## config.mk

```make
export PLATFORM = sky130hd
export DESIGN_NAME = mat_inst_fetch
export DESIGN_NICKNAME = d
export VERILOG_FILES = /design/src/rtl/mat_inst_fetch.sv
export SDC_FILE = /design/constraint.sdc
export NUM_CORES = 1
export LEC_CHECK = 0
export BUFFER_PORTS_ARGS = -buffer_cell sky130_fd_sc_hd__buf_2
export CAP_MARGIN = 20
export CORE_UTILIZATION = 41
export DETAILED_ROUTE_END_ITERATION = 7
export PLACE_DENSITY = 0.62
export SLEW_MARGIN = 5
export SYNTH_ARGS = -nofsm -noshare
export SYNTH_HDL_FRONTEND = slang
export SYNTH_SLANG_ARGS = --single-unit
```

## constraint.sdc

```tcl
create_clock -name clock -period 35.4 [get_ports clock]
set_clock_uncertainty 0.15 [all_clocks]
set_input_delay 5.31 -clock clock [delete_from_list [all_inputs] [get_ports clock]]
set_output_delay 5.31 -clock clock [all_outputs]
set_load 0.01 [all_outputs]
```

## src/rtl/mat_inst_fetch.sv

```systemverilog
// Instruction prefetcher for the matrix controller: fetches sequential words from a
// combinational-read instruction memory into a small FIFO, with start/stop/redirect control.
module mat_inst_fetch #(
   parameter int INST_MEM_ADDR_SIZE  = 32,
   parameter int INST_MEM_WIDTH_SIZE = 128,
   parameter int FIFO_DEPTH          = 4
) (
   input  logic                           clock,
   input  logic                           reset_n,
   input  logic                           start,
   input  logic [INST_MEM_ADDR_SIZE-1:0]  start_pc,
   input  logic                           stop,
   input  logic                           redirect,
   input  logic [INST_MEM_ADDR_SIZE-1:0]  redirect_pc,
   output logic [INST_MEM_ADDR_SIZE-1:0]  inst_mem_addr,
   input  logic [INST_MEM_WIDTH_SIZE-1:0] inst_mem_value,
   output logic [INST_MEM_WIDTH_SIZE-1:0] inst,
   output logic [INST_MEM_ADDR_SIZE-1:0]  inst_pc,
   output logic                           inst_valid,
   input  logic                           inst_ready,
   output logic                           busy
);

   localparam int PTR_W = $clog2(FIFO_DEPTH);
   localparam int CNT_W = $clog2(FIFO_DEPTH + 1);
   localparam logic [CNT_W-1:0] FULL_CNT = CNT_W'(FIFO_DEPTH);

   typedef enum logic [1:0] {
      IDLE  = 2'd0,
      RUN   = 2'd1,
      DRAIN = 2'd2
   } state_t;

   state_t                         state_r, state_nxt_s;
   logic [INST_MEM_ADDR_SIZE-1:0]  fetch_pc_r, fetch_pc_nxt_s;
   logic [CNT_W-1:0]               count_r, count_nxt_s;
   logic [PTR_W-1:0]               head_r, head_nxt_s;
   logic [PTR_W-1:0]               tail_r, tail_nxt_s;
   logic [INST_MEM_WIDTH_SIZE-1:0] inst_q_r [FIFO_DEPTH];
   logic [INST_MEM_ADDR_SIZE-1:0]  pc_q_r   [FIFO_DEPTH];
   logic                           push_s;
   logic                           pop_s;

   // Full queue blocks the push even when the head is popped in the same cycle.
   assign push_s = (state_r == RUN) && (count_r != FULL_CNT) && !redirect;
   assign pop_s  = (count_r != {CNT_W{1'b0}}) && inst_ready && !redirect;

   // Next-state, pointer, count and fetch address computation.
   always_comb begin
      state_nxt_s    = state_r;
      fetch_pc_nxt_s = fetch_pc_r;
      count_nxt_s    = count_r + CNT_W'(push_s) - CNT_W'(pop_s);
      head_nxt_s     = head_r + PTR_W'(pop_s);
      tail_nxt_s     = tail_r + PTR_W'(push_s);
      case (state_r)
         IDLE: begin
            if (start) begin
               state_nxt_s    = RUN;
               fetch_pc_nxt_s = start_pc;
            end else begin
               state_nxt_s = IDLE;
            end
         end
         RUN, DRAIN: begin
            if (redirect) begin
               state_nxt_s    = RUN;
               fetch_pc_nxt_s = redirect_pc;
               count_nxt_s    = {CNT_W{1'b0}};
               head_nxt_s     = {PTR_W{1'b0}};
               tail_nxt_s     = {PTR_W{1'b0}};
            end else if (state_r == RUN) begin
               if (push_s) begin
                  fetch_pc_nxt_s = fetch_pc_r + INST_MEM_ADDR_SIZE'(1);
               end else begin
                  fetch_pc_nxt_s = fetch_pc_r;
               end
               state_nxt_s = stop ? DRAIN : RUN;
            end else if (count_nxt_s == {CNT_W{1'b0}}) begin
               state_nxt_s = IDLE;
            end else begin
               state_nxt_s = DRAIN;
            end
         end
         default: begin
            state_nxt_s = IDLE;
         end
      endcase
   end

   // Control registers with synchronous active-low reset.
   always_ff @(posedge clock) begin
      if (!reset_n) begin
         state_r    <= IDLE;
         fetch_pc_r <= {INST_MEM_ADDR_SIZE{1'b0}};
         count_r    <= {CNT_W{1'b0}};
         head_r     <= {PTR_W{1'b0}};
         tail_r     <= {PTR_W{1'b0}};
      end else begin
         state_r    <= state_nxt_s;
         fetch_pc_r <= fetch_pc_nxt_s;
         count_r    <= count_nxt_s;
         head_r     <= head_nxt_s;
         tail_r     <= tail_nxt_s;
      end
   end

   // Queue payload storage; contents are only meaningful below count_r.
   always_ff @(posedge clock) begin
      if (reset_n && push_s) begin
         inst_q_r[tail_r] <= inst_mem_value;
         pc_q_r[tail_r]   <= fetch_pc_r;
      end
   end

   assign inst_mem_addr = fetch_pc_r;
   assign inst          = inst_q_r[head_r];
   assign inst_pc       = pc_q_r[head_r];
   assign inst_valid    = (count_r != {CNT_W{1'b0}});
   assign busy          = (state_r != IDLE);

endmodule

```

* Yosys cells after proc, flatten, opt, wreduce, memory -nomap -nowiden
Memories as Yosys holds them, arrays and structs flattened. A register that Yosys moved wholly into a read port is not among the register bits.
Cells that the tools add are included.
** Operators by class
- Mux-type cells :: 21
- Reduce and logical (&&, ||, !) cells :: 13
- $add $sub $neg :: 5
- Equal/unequal tests :: 6
** Operators by type and width (number)
- $mux 32 :: 4
- $pmux 32 s2 :: 1
- $add 32x1->32 const B :: 1
- $mux 2 :: 10
- $ne 3x3->1 const B :: 3
- $mux 3 :: 2
- $logic_and 1x1->1 :: 5
- $add 2x1->2 :: 2
- $pmux 2 s2 :: 1
- $reduce_and 4->1 :: 1
- $reduce_bool 2->1 :: 2
- $add 3x1->3 :: 1
- $logic_not 3->1 :: 1
- $mux 1 :: 3
- $reduce_bool 3->1 :: 1
- $sub 3x1->3 :: 1
- $eq 2x1->1 const B :: 1
- $eq 2x2->1 const B :: 1
- $logic_not 2->1 :: 1
- $ne 2x2->1 const B :: 1
- $reduce_or 2->1 :: 1
- $logic_not 1->1 :: 1
** Word-level totals
- Logic and storage cells :: 52
- Memory bits (writable) :: 640
- Output and inout bits :: 194
- Flip-flop bits (word level) :: 41
- Memories :: 2
- Input bits :: 198
** Memories
- inst_q_r :: depth 4, bits a word 128, rd ports 1, clocked after Yosys merged registers in 1, wr ports 1, RTL line 39 : logic [INST_MEM_WIDTH_SIZE-1:0] inst_q_r [FIFO_DEPTH];
- pc_q_r :: depth 4, bits a word 32, rd ports 1, clocked after Yosys merged registers in 1, wr ports 1, RTL line 40 : logic [INST_MEM_ADDR_SIZE-1:0] pc_q_r [FIFO_DEPTH];

* Logic depth before layout (Yosys ltp)
- Word-level depth :: 10
- Depth in mapped cells :: 14
- Depth with buffers taken out :: 14

* Worst setup path after synthesis
Ideal clock, no wire load.
- Kind :: input -> register
- From :: input port redirect
- To :: memory inst_q_r[2][0] (enable)
- Stages on the path :: 4
- Data required time :: 34.341 ns
- Data arrival time :: 17.566 ns
- Path slack :: 16.775 ns
- Library setup time :: 0.909 ns
- Cell sequence :: clkbuf_1 > nor3_1 > nand2_1 > nor3b_1
** On the way
- Word-level cells in the longest chain between the ends :: 5
** Ends and longest elaborated chain
- start, declared :: RTL line 13 : input logic redirect,
- $logic_not 1->1 :: RTL line 45 : assign push_s = (state_r == RUN) && (count_r != FULL_CNT) && !redirect;
- $logic_and 1x1->1 :: RTL line 45
- $logic_and 1x1->1 :: RTL line 109 : if (reset_n && push_s) begin
- $mux 1 :: RTL line 109
- $mux 1 (implied by the code) :: RTL line 110 : inst_q_r[tail_r] <= inst_mem_value;
- end, declared :: RTL line 39
Every way passes these cells.

==> flow_metrics.env <==
export IMPL_status="completed"
export IMPL_grt_usage_pct=18.0
export IMPL_crit_type="reg -> out"
export IMPL_ys_ff_latch=681
export IMPL_pin_count=392
export IMPL_dp_slack_ns=26.12
export IMPL_syn_inst=1222
export IMPL_dieArea_um2=64300
export IMPL_fin_nets=1854
export IMPL_whs_ns=0.449
export IMPL_viasPerCell=5.36
export IMPL_io_buffers=391
export IMPL_met1_usage_pct=24.2
export IMPL_die_h_um=254
export IMPL_syn_nets=1429
export IMPL_crit_family="buffers and inverters"
export IMPL_drt_total_wl_mm=57.5
export IMPL_async_flop_share_pct=0
export IMPL_dr_pass1_iters=5
export IMPL_p_leak_uw=0.0104
export IMPL_setup_violations_final=0
export IMPL_chipWidth_um=254
export IMPL_maxCapViolCount=0
export IMPL_avgSynthCellArea_um2=21.2
export IMPL_arrival_ns=3.93
export IMPL_final_cell_mix="edfxtp_1 (640), buf_2 (391), mux4_2 (160)"
export IMPL_path_clk_slew_ns=0.06
export IMPL_htree_levels=3
export IMPL_crit_buf_inv=3
export IMPL_min_period_over_period_pct=26.5
export IMPL_cp_end_kind="output pin"
export IMPL_grtUsageMet2_pct=29.3
export IMPL_ys_seq_area_share_pct=77.3
export IMPL_cts_root_buf="clkbuf_16"
export IMPL_cts_tree="done"
export IMPL_crit_fanout=44
export IMPL_post_route_util_pct=50.2
export IMPL_slew_violations=0
export IMPL_gp_congestion=0.847
export IMPL_path_cells="buf_4 -> buf_4 -> mux4_2 -> buf_2"
export IMPL_route_detailed_drc=0
export IMPL_dpl_hpwl_mm=35.9
export IMPL_synth_edff_count=640
export IMPL_peakVddDrop_mv=0.0424
export IMPL_slew_headroom_pct=27.9
export IMPL_drive_above_1_share_pct=40.8
export IMPL_setup_tns_ns=0
export IMPL_numCtsBuffers=73
export IMPL_grt_overflow_total=0
export IMPL_clock_latency_ns=0.60
export IMPL_grt_busiest_layer="met2"
export IMPL_slowest_stage="dfxtp_4"
export IMPL_hold_buffers=0
export IMPL_powerDensity_nw_per_um2=60.6
export IMPL_met3_usage_pct=4.38
export IMPL_final_common_cell="edfxtp_1"
export IMPL_min_period_ns=9.39
export IMPL_r2r_slack_ns=31.87
export IMPL_ys_warn_count=0
export IMPL_area_delta_synth_final_pct=20.2
export IMPL_worst_hold_path_type="reg -> reg"
export IMPL_critPathMostFrequentCell="buf_4"
export IMPL_required_ns=29.94
export IMPL_cts_resized=0
export IMPL_hold_viol=0
export IMPL_grt_max_degree=65
export IMPL_grt_pass1_vias=14000
export IMPL_cts_sinks=681
export IMPL_vias=13600
export IMPL_worstMarginPinSlew_ns=1.08
export IMPL_antenna_left=0
export IMPL_drt_iter0_markers=876
export IMPL_routedWlPerCell_um=22.6
export IMPL_ys_flop_type="edfxtp_1"
export IMPL_grt_pass1_wl_mm=86.3
export IMPL_synth_cell_type_count=66
export IMPL_fmax_ghz=0.107
export IMPL_core_um2=62100
export IMPL_clockBufferDepth=3
export IMPL_rsz0062_at_grt="no"
export IMPL_syn_area_um2=25900
export IMPL_postCtsSetupBuffers=0
export IMPL_crit_path_start_kind="flop"
export IMPL_setup_slack_ns=26.01
export IMPL_start_util_pct=41.8
export IMPL_std_cell_rows=91
export IMPL_slowest_delay_ns=0.96
export IMPL_antenna_found_initial=8
tightest hold or removal path, delay by kind of cell (launching register included):
kind	cells	cell delay (ns)
flops	1	0.36
simple gates	1	0.04
xor+xnor	1	0.16
stage by stage:
stage / total power [uW] / area (um^2) / instances
2_1_floorplan: 1090 / 25900 / 1222
5_1_grt: 1960 / 31200 / 2543
4_1_cts: 1910 / 31100 / 2540
6_report: 1890 / 31200 / 2545
3_5_place_dp: 1180 / 28800 / 2408
3_3_place_gp: 1180 / 28800 / 2408
report_power, final:
| group | internal, uW | total, uW | switching, uW |
|---|---|---|---|
| clock | 426 | 729 | 303 |
| combinational | 99.1 | 214 | 115 |
| sequential | 909 | 946 | 36.8 |
cell usage after synthesis (2+ instances only):
cell	n	share of area, %
a221oi_1	3	0.10
nand4_1	7	0.17
ha_1	8	0.39
nand2_1	46	0.67
o311ai_0	4	0.14
buf_2	20	0.39
nand4_4	2	0.16
xor2_1	2	0.068
o31a_1	3	0.10
o221ai_1	2	0.068
buf_1	13	0.19
mux2i_1	3	0.12
a22oi_1	9	0.26
o21ai_0	20	0.39
a22o_1	7	0.24
nor4_1	6	0.14
nand3_1	22	0.42
a21oi_1	35	0.68
and2_1	3	0.072
o211ai_1	12	0.35
mux4_2	160	14
nor4_4	2	0.16
clkbuf_1	27	0.39
nand2b_1	3	0.072
edfxtp_1	640	74
and4_1	6	0.20
a21o_1	3	0.087
inv_1	10	0.14
and3_1	8	0.19
nor2_1	28	0.41
a41oi_1	3	0.10
dfxtp_1	41	3.2
nor3_1	13	0.25
nor3b_1	4	0.12
a31oi_1	7	0.17
or3_1	2	0.048
buf_6	2	0.087
xnor2_1	3	0.10
o22ai_1	6	0.14
final timing paths:
check	startpoint	to	cells past startpoint
min reg2reg	tail_r[1]	tail_r[1]	2
min	tail_r[1]	tail_r[1]	2
max reg2reg	state_r[1]	inst_q_r[1][51]	8
max	head_r[0]	inst[107]	4
state kept, by name, summed over array words and instances (netlist names):
signal and cells:
count_r 3, tail_r 2, inst_q_r 512, pc_q_r 128, inst_mem_addr 32, head_r 2, state_r 2
area by class of cell:
cell class	count	area (um^2)
inverters	11	41.3
flip-flops and latches	681	20000
repair buffers	413	2130
multi-input cells	467	5580
clock inverters	44	382
fillers	5057	30900
clock buffers	88	1930
well taps	837	1050
diodes	4	10.0
routing by layer:
metal,routed length (um),vias up
li1,-,6015
met1,23800,7025
met2,28500,498
met3,3970,90
met4,1070,12
met5,99,-
logic make-up (layout without fill, tap and decap cells):
logic type | count (synthesis) | count (layout) | synth area share (%)
fa+ha+maj | 9 | 9 | 0.463
xor+xnor | 5 | 5 | 0.169
compound gates | 124 | 124 | 3.17
buf+inv | 74 | 556 | 1.26
mux | 165 | 165 | 14.1
flops | 681 | 681 | 77.3
other cells | 0 | 4 | 0
simple gates | 164 | 164 | 3.55
Power figures use the tool's default switching activity.
